===== src/rtl/fifo_reader_pkg.sv =====
// Shared definitions for the FIFO read-side controller: default word width,
// skid-buffer depth and the controller state encoding.
package fifo_reader_pkg;

  localparam int WIDTH_DEF = 4;
  localparam int OCC_MAX   = 2;

  typedef enum logic [1:0] {
    IDLE = 2'd0,
    RUN  = 2'd1,
    STOP = 2'd2
  } state_t;

endpackage


===== src/rtl/fifo_reader_skid.sv =====
// Two-entry register skid buffer. Words are written at the tail and read from
// the head. Entry 0 is always the head, so head_o needs no read multiplexer.
module fifo_reader_skid
  import fifo_reader_pkg::*;
#(
  parameter int WIDTH = WIDTH_DEF
) (
  input  logic             clk,
  input  logic             reset,
  input  logic             wr_en_i,
  input  logic [WIDTH-1:0] wr_data_i,
  input  logic             rd_en_i,
  output logic [WIDTH-1:0] head_o,
  output logic [1:0]       occ_o
);

  logic [WIDTH-1:0] head_q, head_d;
  logic [WIDTH-1:0] tail_q, tail_d;
  logic [1:0]       occ_q, occ_d;

  // Next contents of the two entries and the fill level.
  always_comb begin
    // NOTE: every output of this block gets a default first so that no path
    // through the case leaves it unassigned, which would infer a latch.
    head_d = head_q;
    tail_d = tail_q;
    occ_d  = occ_q;
    case ({wr_en_i, rd_en_i})
      2'b10: begin
        if (occ_q == 2'd0) head_d = wr_data_i;
        else               tail_d = wr_data_i;
        occ_d = occ_q + 2'd1;
      end
      2'b01: begin
        head_d = tail_q;
        occ_d  = occ_q - 2'd1;
      end
      2'b11: begin
        // Land and leave in the same cycle: occupancy is unchanged and the
        // head advances. With one word held the new word becomes the head.
        if (occ_q == 2'd1) begin
          head_d = wr_data_i;
        end else begin
          head_d = tail_q;
          tail_d = wr_data_i;
        end
      end
      default: ;
    endcase
  end

  // Buffer registers.
  always_ff @(posedge clk or posedge reset) begin
    // NOTE: the two entries are ordinary flops, not a RAM, and they are reset
    // so that out_data reads zero after reset rather than stale data.
    if (reset) begin
      head_q <= '0;
      tail_q <= '0;
      occ_q  <= 2'd0;
    end else begin
      // NOTE: state is updated with non-blocking assignments so every flop
      // samples the values from before the edge.
      head_q <= head_d;
      tail_q <= tail_d;
      occ_q  <= occ_d;
    end
  end

  assign head_o = head_q;
  assign occ_o  = occ_q;

endmodule


===== src/rtl/fifo_reader.sv =====
// Read-side controller for a push/pop FIFO with one cycle of read latency.
// Issues pops while enabled, the FIFO is non-empty and the skid buffer has
// room, and presents words downstream on a valid/ready handshake.
// Optional build macro FIFO_READER_CNT_EN: when defined, word_count counts
// accepted transfers (wrapping); otherwise word_count is tied to zero.
module fifo_reader
  import fifo_reader_pkg::*;
#(
  parameter int WIDTH = WIDTH_DEF
) (
  input  logic             clk,
  input  logic             reset,
  input  logic             enable,
  input  logic             fifo_empty,
  input  logic [WIDTH-1:0] fifo_data,
  output logic             fifo_pop,
  output logic             out_valid,
  input  logic             out_ready,
  output logic [WIDTH-1:0] out_data,
  output logic             busy,
  output logic [15:0]      word_count
);

  state_t     state_q, state_d;
  logic       pend_q;
  logic [1:0] occ;
  logic       xfer;
  logic [2:0] fill;
  logic [2:0] limit;

  fifo_reader_skid #(.WIDTH(WIDTH)) u_skid (
    .clk       (clk),
    .reset     (reset),
    .wr_en_i   (pend_q),
    .wr_data_i (fifo_data),
    .rd_en_i   (xfer),
    .head_o    (out_data),
    .occ_o     (occ)
  );

  assign out_valid = (occ != 2'd0);
  assign xfer      = out_valid & out_ready;

  // Pop only if the word, once it lands, still fits after this cycle's
  // transfer: occ + pend - xfer < OCC_MAX, rearranged to avoid underflow.
  // out_ready feeds fifo_pop combinationally to sustain one word per cycle.
  // Reset gates the pop so none is issued while reset is held.
  assign fill     = {1'b0, occ} + {2'b00, pend_q};
  assign limit    = 3'(OCC_MAX) + {2'b00, xfer};
  assign fifo_pop = ~reset & enable & ~fifo_empty & (fill < limit);

  // A pop this cycle means its data lands in the skid next cycle.
  always_ff @(posedge clk or posedge reset) begin
    if (reset) pend_q <= 1'b0;
    else       pend_q <= fifo_pop;
  end

  // Controller state: tracks whether the reader is active or draining.
  always_comb begin
    state_d = state_q;
    case (state_q)
      IDLE: if (enable) state_d = RUN;
      RUN:  if (!enable) state_d = STOP;
      STOP: begin
        if (enable)                              state_d = RUN;
        else if ((occ == 2'd0) && !pend_q)       state_d = IDLE;
      end
      default: state_d = IDLE;
    endcase
  end

  // State register.
  always_ff @(posedge clk or posedge reset) begin
    if (reset) state_q <= IDLE;
    else       state_q <= state_d;
  end

  assign busy = (state_q != IDLE);

`ifdef FIFO_READER_CNT_EN
  logic [15:0] count_q;

  // Accepted-transfer counter; wraps naturally at 16 bits.
  always_ff @(posedge clk or posedge reset) begin
    if (reset)     count_q <= 16'd0;
    else if (xfer) count_q <= count_q + 16'd1;
  end

  assign word_count = count_q;
`else
  assign word_count = 16'd0;
`endif

endmodule


===== config.mk =====
export PLATFORM = sky130hd
export DESIGN_NAME = fifo_reader
export DESIGN_NICKNAME = d
export VERILOG_FILES = /design/src/rtl/fifo_reader_pkg.sv /design/src/rtl/fifo_reader_skid.sv /design/src/rtl/fifo_reader.sv
export SDC_FILE = /design/constraint.sdc
export NUM_CORES = 1
export LEC_CHECK = 0
export CORE_MARGIN = 1
export CORE_UTILIZATION = 47
export DETAILED_ROUTE_END_ITERATION = 8
export PLACE_DENSITY = 0.83
export SYNTH_ARGS = -nofsm -noshare
export SYNTH_HDL_FRONTEND = slang
export SYNTH_SLANG_ARGS = --single-unit

===== constraint.sdc =====
create_clock -name clk -period 3.6 [get_ports clk]
set_input_delay 0.9 -clock clk [delete_from_list [all_inputs] [get_ports clk]]
set_output_delay 0.9 -clock clk [all_outputs]
set_load 0.01 [all_outputs]

==> metrics.yaml, run 1 <==
hold_buffers: 0
setup_slack_ps: 322
port_buffers: 15
syn_to_final_growth_pct: 16.7
cp_data_required_time_ps: 2700
wl_per_cell_microns: 11.8
crit_top_cell: "clkdlybuf4s50_1"
grt_usage_pct: 17.1
yosysUniqueCellTypes: 30
arrival_ps: 2380
postCtsSetupRepairBufs: 0
start_util_pct: 51.3
max_freq_mhz: 305
cts-root-buf: "clkbuf_4"
vias: 632
timing.setup.tns_ps: 0
status: "finished clean"
syn_area_per_cell_sq_um: 10.3
slowest_delay_ps: 530
finalNetCount: 122
gp_congestion: 0.810
pre_cts_ws_ps: 307
fin_crit_sh_pct: 91.0
path_max_fanout: 2
start_kind: "primary input"
ys_seq_area_share_pct: 35.9
post_cts_resize_count: 0
postSynthCellCount: 88
rrSetupSlack_ps: 2000
maxCapViolations: 0
drcViolationCount: 0
pin_count: 32
grt_pass1_wl_microns: 2490
total_leakage_power_nw: 0.500
slowest_stage: "clkdlybuf4s50_1"
h-tree-depth: 1
path_class: "in -> out"
hold_class: "reg -> reg"
peakVddDrop_v: 0.000246
grt_max_degree: 14
rsz0062_at_grt: "false"
grt-ovfl-total: 0
drtPass1Iterations: 3
drtIter0Drc: 8
hold_ws_ps: 495
end_kind: "output pin"
antenna_found_initial: 0
grt_pass1_vias: 597
fin_skew_ps: 5.88
die_x_microns: 45.9
cp_cell_sequence: "clkdlybuf4s50_1, nand2b_1, o21ai_0, and4_1, clkdlybuf4s50_1"
syn-cell-area_sq_um: 906
core_area_sq_mm: 0.00176
yosys_warnings: 0
power_uw: 725
rows: 15
cts_max_path_buffers: 2
period_needed_ps: 3280
antenna_cells: 0
clk_pin_slew_ps: 80
routed_wl_microns: 1560
viasPerCell: 4.79
cts_made_buffers: 3
maxSlewViolCount: 0
setup_violations: 0
clkLatencyLatePin_ps: 280
layout-drive-gt1-share_pct: 16.8
cts_tree: "done"
die_y_microns: 45.9
hold_viol_final: 0
nFillCells: 160
die_area_sq_mm: 0.00211
p_per_area_mw_per_mm2: 685
clock-sinks: 13
hpwl_microns: 1250
antenna_left: 0
synth-seq-cells: 13
[layout make-up]
cell class              count  area (sq um)  area share, %
flip-flops and latches     13           325           30.8
well taps                  25          31.3           2.96
clock buffers               4          26.3           2.49
repair buffers             17           165           15.6
inverters                   4          15.0           1.42
multi-input cells          69           494           46.7
[worst paths after layout]
path                                              from                            to  cells past startpoint
min                             state_q[0]$_DFFE_PP0P_        state_q[0]$_DFFE_PP0P_                      1
max in group asynchronous                        reset        state_q[1]$_DFFE_PP0P_                      3
max reg2reg                u_skid.occ_o[1]$_DFFE_PP0P_  u_skid.tail_q[1]$_DFFE_PP0P_                      5
min in group asynchronous                        reset  u_skid.head_o[2]$_DFFE_PP0P_                      3
min reg2reg                     state_q[0]$_DFFE_PP0P_        state_q[0]$_DFFE_PP0P_                      1
max                                          out_ready                      fifo_pop                      5
[synth_stat cells]
cell       count  area share [%]
nand4bb_1      1             1.2
o21ba_2        1             1.1
mux2_4         5             8.3
dfrtp_1       13              36
and2b_4        1             1.1
nand2_1        2            0.83
nor2b_4        1             1.5
nor2_1         6             2.5
inv_1          4             1.7
conb_1         1            0.41
o221ai_1       1            0.97
ha_1           5             6.9
or2b_1         1            0.83
and2_1         1            0.69
o21ai_0        4             2.2
a2bb2oi_2      1             1.7
a21boi_0       1            0.83
nor2b_1        2             1.4
nand2b_1       2             1.4
a31oi_1        3             2.1
nand2_4        1             1.2
and4_1         1            0.97
a21oi_1        2             1.1
mux2_2         2             2.5
buf_4         17              14
o21ai_1        1            0.55
xnor2_1        1            0.97
mux2i_1        2             2.2
or2_2          1            0.69
nand3_1        4             2.2
[registers in the layout, summed over array words and instances, names as in the netlist]
name           count
state_q            2
pend_q             1
u_skid.occ_o       2
u_skid.head_o      4
u_skid.tail_q      4
[stage by stage]
step / utilization, % / area, sq um / cells
2_1_floorplan: - / 962 / 103
3_3_place_gp: 58.4 / 1030 / 128
3_5_place_dp: 58.4 / 1030 / 128
4_1_cts: 59.9 / 1060 / 132
5_1_grt: 59.9 / 1060 / 132
6_report: 59.9 / 1060 / 132
[cell families after synthesis]
group	Yosys count	share of synthesized area, %
AOI/OAI and AO/OA	14	10.5
xor gates and xnor gates	1	0.967
adders and majority gates	5	6.91
buffers and inverters	21	15.7
DFF	13	35.9
muxes	9	13.0
other	1	0.414
and+or+nand+nor	24	16.6
[per-layer routing]
layer	share of wire, %	up-vias	GRT usage, %
met5	0	-	0
met1	42	292	19.6
met4	3.5	0	15.3
met2	50	24	27.0
li1	-	311	-
met3	4.5	5	2.78
[critical path: cells and delay by family]
kind	cells	cell delay, ps
AND/OR/NAND/NOR	2	310
buffers and inverters	2	1010
AO/OA/AOI/OAI	1	150
[where the power goes]
| part | total [mW] | internal [mW] | switching [mW] |
|---|---|---|---|
| Clock | 0.0931 | 0.0431 | 0.0500 |
| Sequential | 0.251 | 0.207 | 0.0440 |
| Combinational | 0.380 | 0.212 | 0.168 |
| Total | 0.725 | 0.463 | 0.262 |
[cells in the final DEF, fill, tap and decap left out, types with 2 or more instances in the layout]
| master | n |
|---|---|
| inv_1 | 4 |
| nor2_1 | 6 |
| nor2b_1 | 2 |
| nand2_1 | 2 |
| nand3_1 | 4 |
| a31oi_1 | 3 |
| a21oi_1 | 2 |
| ha_1 | 5 |
| dfrtp_1 | 13 |
| buf_4 | 2 |
| nand2b_1 | 2 |
| mux2_4 | 5 |
| o21ai_0 | 4 |
| mux2i_1 | 2 |
| clkbuf_4 | 3 |
| conb_1 | 16 |
| clkdlybuf4s50_1 | 15 |
| mux2_2 | 2 |
No activity file was read; power rests on OpenSTA's default activity.
==> inputs of run 2 (changes only) <==
Settings changed: CORE_UTILIZATION 47 to 63, DONT_BUFFER_PORTS from default to 1, PLACE_DENSITY 0.83 to 0.79.
==> run 2 against run 1 <==
Compared with the run above: hold slack about the same; critical path depth did not move; sequential cell count stayed put; total power shrank 12%; routed wire length down 20%; sequential power rose by 5%; largest cell class unchanged.
==> metrics.yaml, run 2 (same netlist as run 1, synthesis figures left out) <==
syn_to_final_growth_pct: -1.93
rrSetupSlack_ps: 2010
drcViolationCount: 0
drtPass1Iterations: 1
total_leakage_power_nw: 0.439
arrival_ps: 1680
cts_made_buffers: 3
timing.setup.tns_ps: 0
ff_latch_area_sq_um: 325
clkLatencyLatePin_ps: 270
routed_wl_microns: 1260
cp.buffers_inverters: 1
core_area_sq_mm: 0.00132
dpl-instance-area_sq_um: 861
r2r_cells: 5
fin_area_sq_um: 888
slowest_delay_ps: 400
finalNetCount: 106
start_util_pct: 68.8
antenna_left: 0
peakVddDrop_v: 0.000384
layout-drive-gt1-share_pct: 19.8
cts_max_path_buffers: 2
hold_class: "in -> async"
gp_congestion: 0.781
port_buffers: 0
drtIter0Drc: 0
fin_skew_ps: 6.16
period_needed_ps: 2580
grt_pass1_wl_microns: 2120
hold_viol_final: 0
h-tree-depth: 1
pre_cts_ws_ps: 1270
status: "finished clean"
final_common_cell: "conb_1"
grt_pass1_vias: 504
viasPerCell: 5.25
grt-ovfl-total: 0
setup_violations: 0
p_per_area_mw_per_mm2: 717
pin_count: 32
path_class: "reg -> out"
final_cell_mix: "16 x conb_1, 13 x dfrtp_1, 6 x nor2_1"
rows: 13
maxCapViolations: 0
rsz0062_at_grt: "false"
vias: 556
grt_usage_pct: 20.7
hold_buffers: 0
cp_cell_sequence: "inv_1, ha_1, nand2b_1, o21ai_0, and4_1"
antenna_cells: 0
postCtsSetupRepairBufs: 0
path_max_fanout: 6
nFillCells: 114
fin_crit_sh_pct: 71.6
fin_util_pct: 67.4
cts_tree: "done"
clk_pin_slew_ps: 80
end_kind: "output pin"
clock-sinks: 13
hold_ws_ps: 496
antenna_found_initial: 0
maxSlewViolCount: 0
cts-root-buf: "clkbuf_4"
worstReg2RegStart: "u_skid.occ_o[0]$_DFFE_PP0P_"
die_x_microns: 39.9
grt_max_degree: 15
start_kind: "flip-flop"
post_cts_resize_count: 0
multiInputGateArea_sq_um: 494
slowest_stage: "dfrtp_1"
max_freq_mhz: 388
die_y_microns: 39.9
path_delay_family: "simple AND/OR/NAND/NOR gates"
die_area_sq_mm: 0.00159
setup_slack_ps: 1020
hpwl_microns: 990
r2r-end: "u_skid.tail_q[1]$_DFFE_PP0P_"
wl_per_cell_microns: 11.8
cp_data_required_time_ps: 2700
==> run 2: cell types whose count changed in the layout (fill, tap and decap cells not counted), sizes merged <==
cell / previous run / this run
clkinv: 0 / 1
buf: 2 / 1
clkdlybuf4s50: 15 / 0
clkbuf: 4 / 3
==> run 2: layout make-up <==
cell class                 instances  share of cell area (%)
sequential                        13                    36.6
clock buffer                       3                    2.54
multi-input combinational         69                    55.6
clock inverter                     1                   0.563
timing repair buffer               1                   0.845
inverter                           4                    1.69
tap                               15                    2.11
==> run 2: worst max-delay path by stage <==
stage / slack, ps / to / depth (start not counted) / startpoint
final: 1020 / fifo_pop / 5 / u_skid.occ_o[0]$_DFFE_PP0P_
after floorplan: 1190 / fifo_pop / 2 / reset
after CTS: 1020 / fifo_pop / 5 / u_skid.occ_o[0]$_DFFE_PP0P_
after global routing: 890 / fifo_pop / 5 / u_skid.occ_o[0]$_DFFE_PP0P_
after detailed placement: 1270 / fifo_pop / 3 / reset
after global placement: 1280 / fifo_pop / 3 / reset
==> run 2: worst reg2reg max path, delay by kind of cell (launching register included) <==
family	cells	cell delay (ps)
fa+ha+maj	1	300
compound gates	1	250
buf+inv	1	100
simple gates	1	110
mux	1	310
flops	1	400
==> run 2: through the flow <==
stage | instances | total power, mW
CTS | 106 | 0.643
global route | 106 | 0.700
floorplan | 103 | 0.520
detailed placement | 102 | 0.553
global placement | 102 | 0.547
finish | 106 | 0.637
==> run 2: metal layers <==
metal	wire, microns	GRT usage, %	up-vias
li1	-	-	274
met1	596	25.4	260
met2	590	31.5	20
met3	46	3.98	2
met4	23	15.5	0
met5	0	0	-
==> run 2: report_power, final <==
part / leakage (nW) / internal, mW / switching, mW
clock: 0.0177 / 0.0411 / 0.0452
combinational: 0.265 / 0.152 / 0.135
sequential: 0.156 / 0.208 / 0.0563
total: 0.439 / 0.400 / 0.236
==> inputs of run 3 (changes only) <==
Settings changed: CORE_UTILIZATION 63 to 60, PLACE_DENSITY 0.79 to 0.76.
Clock period 3.6 ns to 2.4 ns, I/O delays scaled along.
==> run 3 against run 2 <==
Compared with the run above: worst setup slack got worse by 860 ps; final cell count unchanged; critical path type unchanged; largest cell class unchanged; clock skew is 2.0 ps lower; critical endpoint unchanged.
==> metrics.yaml, run 3 (same netlist as run 1, synthesis figures left out) <==
status: "finished clean"
postCtsSetupRepairBufs: 0
start_kind: "flip-flop"
routed_wl_microns: 1410
post_cts_resize_count: 0
crit_top_cell: "ha_1"
antenna_left: 0
path_delay_family: "adder cells"
fin_crit_sh_pct: 93.3
path_class: "reg -> out"
gp_congestion: 0.758
p_per_area_mw_per_mm2: 1090
port_buffers: 0
timing.setup.tns_ps: 0
arrival_ps: 1640
cts_tree: "done"
grt_pass1_wl_microns: 1970
hold_viol_final: 0
wl_per_cell_microns: 13.3
setup_violations: 0
path_max_fanout: 11
grt-ovfl-total: 0
viasPerCell: 5.41
cts-root-buf: "clkbuf_4"
cp.buffers_inverters: 0
grt_usage_pct: 18.6
maxSlewViolCount: 0
layout-drive-gt1-share_pct: 18.7
vias: 573
die_x_microns: 40.9
hpwl_microns: 1100
peakVddDrop_v: 0.000695
cts_max_path_buffers: 2
pin_count: 32
hold_class: "in -> async"
cp_data_required_time_ps: 1800
drtPass1Iterations: 4
grt_max_degree: 14
slowest_stage: "dfrtp_1"
drtIter0Drc: 11
antenna_cells: 0
worstReg2RegStart: "u_skid.occ_o[0]$_DFFE_PP0P_"
clk_pin_slew_ps: 80
die_area_sq_mm: 0.00167
final_cell_mix: "16 x conb_1, 13 x dfrtp_1, 6 x nor2_1"
ff_latch_area_sq_um: 325
die_y_microns: 40.9
antenna_found_initial: 0
start_util_pct: 67.1
end_kind: "output pin"
drcViolationCount: 0
rrSetupSlack_ps: 860
final_common_cell: "conb_1"
cp_cell_sequence: "ha_1, ha_1, o21ai_0, and4_1"
power_uw: 965
r2r-end: "u_skid.tail_q[0]$_DFFE_PP0P_"
max_freq_mhz: 447
clkLatencyLatePin_ps: 280
h-tree-depth: 1
nFillCells: 110
period_needed_ps: 2240
r2r_cells: 5
syn_to_final_growth_pct: -2.07
rsz0062_at_grt: "false"
core_area_sq_mm: 0.00135
clock-sinks: 13
fin_skew_ps: 4.11
total_leakage_power_nw: 0.436
rows: 13
maxCapViolations: 0
grt_pass1_vias: 477
hold_buffers: 0
cts_made_buffers: 3
finalNetCount: 106
slowest_delay_ps: 500
multiInputGateArea_sq_um: 494
run 3: power by group:
group          internal (mW)  leakage, nW  switching [mW]  total, mW
clock network         0.0644       0.0150          0.0710      0.135
logic                  0.229        0.265           0.205      0.434
registers              0.311        0.156          0.0833      0.395
run 3: stage by stage:
stage | worst slack, ps | instances | utilization [%] | instance area [sq um] | hold slack [ps]
floorplan | 587 | 103 | - | 962 | 459
global placement | 493 | 102 | 63.8 | 861 | 481
detailed placement | 464 | 102 | 63.8 | 861 | 496
CTS | 143 | 106 | 65.7 | 887 | 238
global route | 63.8 | 106 | 65.7 | 887 | 245
finish | 162 | 106 | 65.7 | 887 | 239
run 3: worst max-delay path by stage:
stage / endpoint / from / slack [ps] / depth (start not counted)
finish: fifo_pop / pend_q$_DFF_PP0_ / 160 / 4
global route: fifo_pop / pend_q$_DFF_PP0_ / 60 / 4
CTS: fifo_pop / pend_q$_DFF_PP0_ / 140 / 4
detailed placement: fifo_pop / pend_q$_DFF_PP0_ / 460 / 4
global placement: fifo_pop / u_skid.occ_o[0]$_DFFE_PP0P_ / 490 / 5
floorplan: fifo_pop / reset / 590 / 2
run 3: worst reg2reg max path, cell delays in order (launching register included):
cell and delay, ps:
dfrtp_1 410, inv_1 120, ha_1 270, and2b_4 230, nand2_4 100, mux2_4 300
run 3: layout make-up:
cell class,count,area share [%]
multi-input cells,69,55.7
flip-flops and latches,13,36.7
clock buffers,4,2.96
well taps,15,2.12
inverters,4,1.69
repair buffers,1,0.846
run 3: routing by layer:
layer	track usage, %	wire, microns
met5	0	0
met4	12.5	34
met3	3.80	99
met2	29.3	663
met1	22.6	613
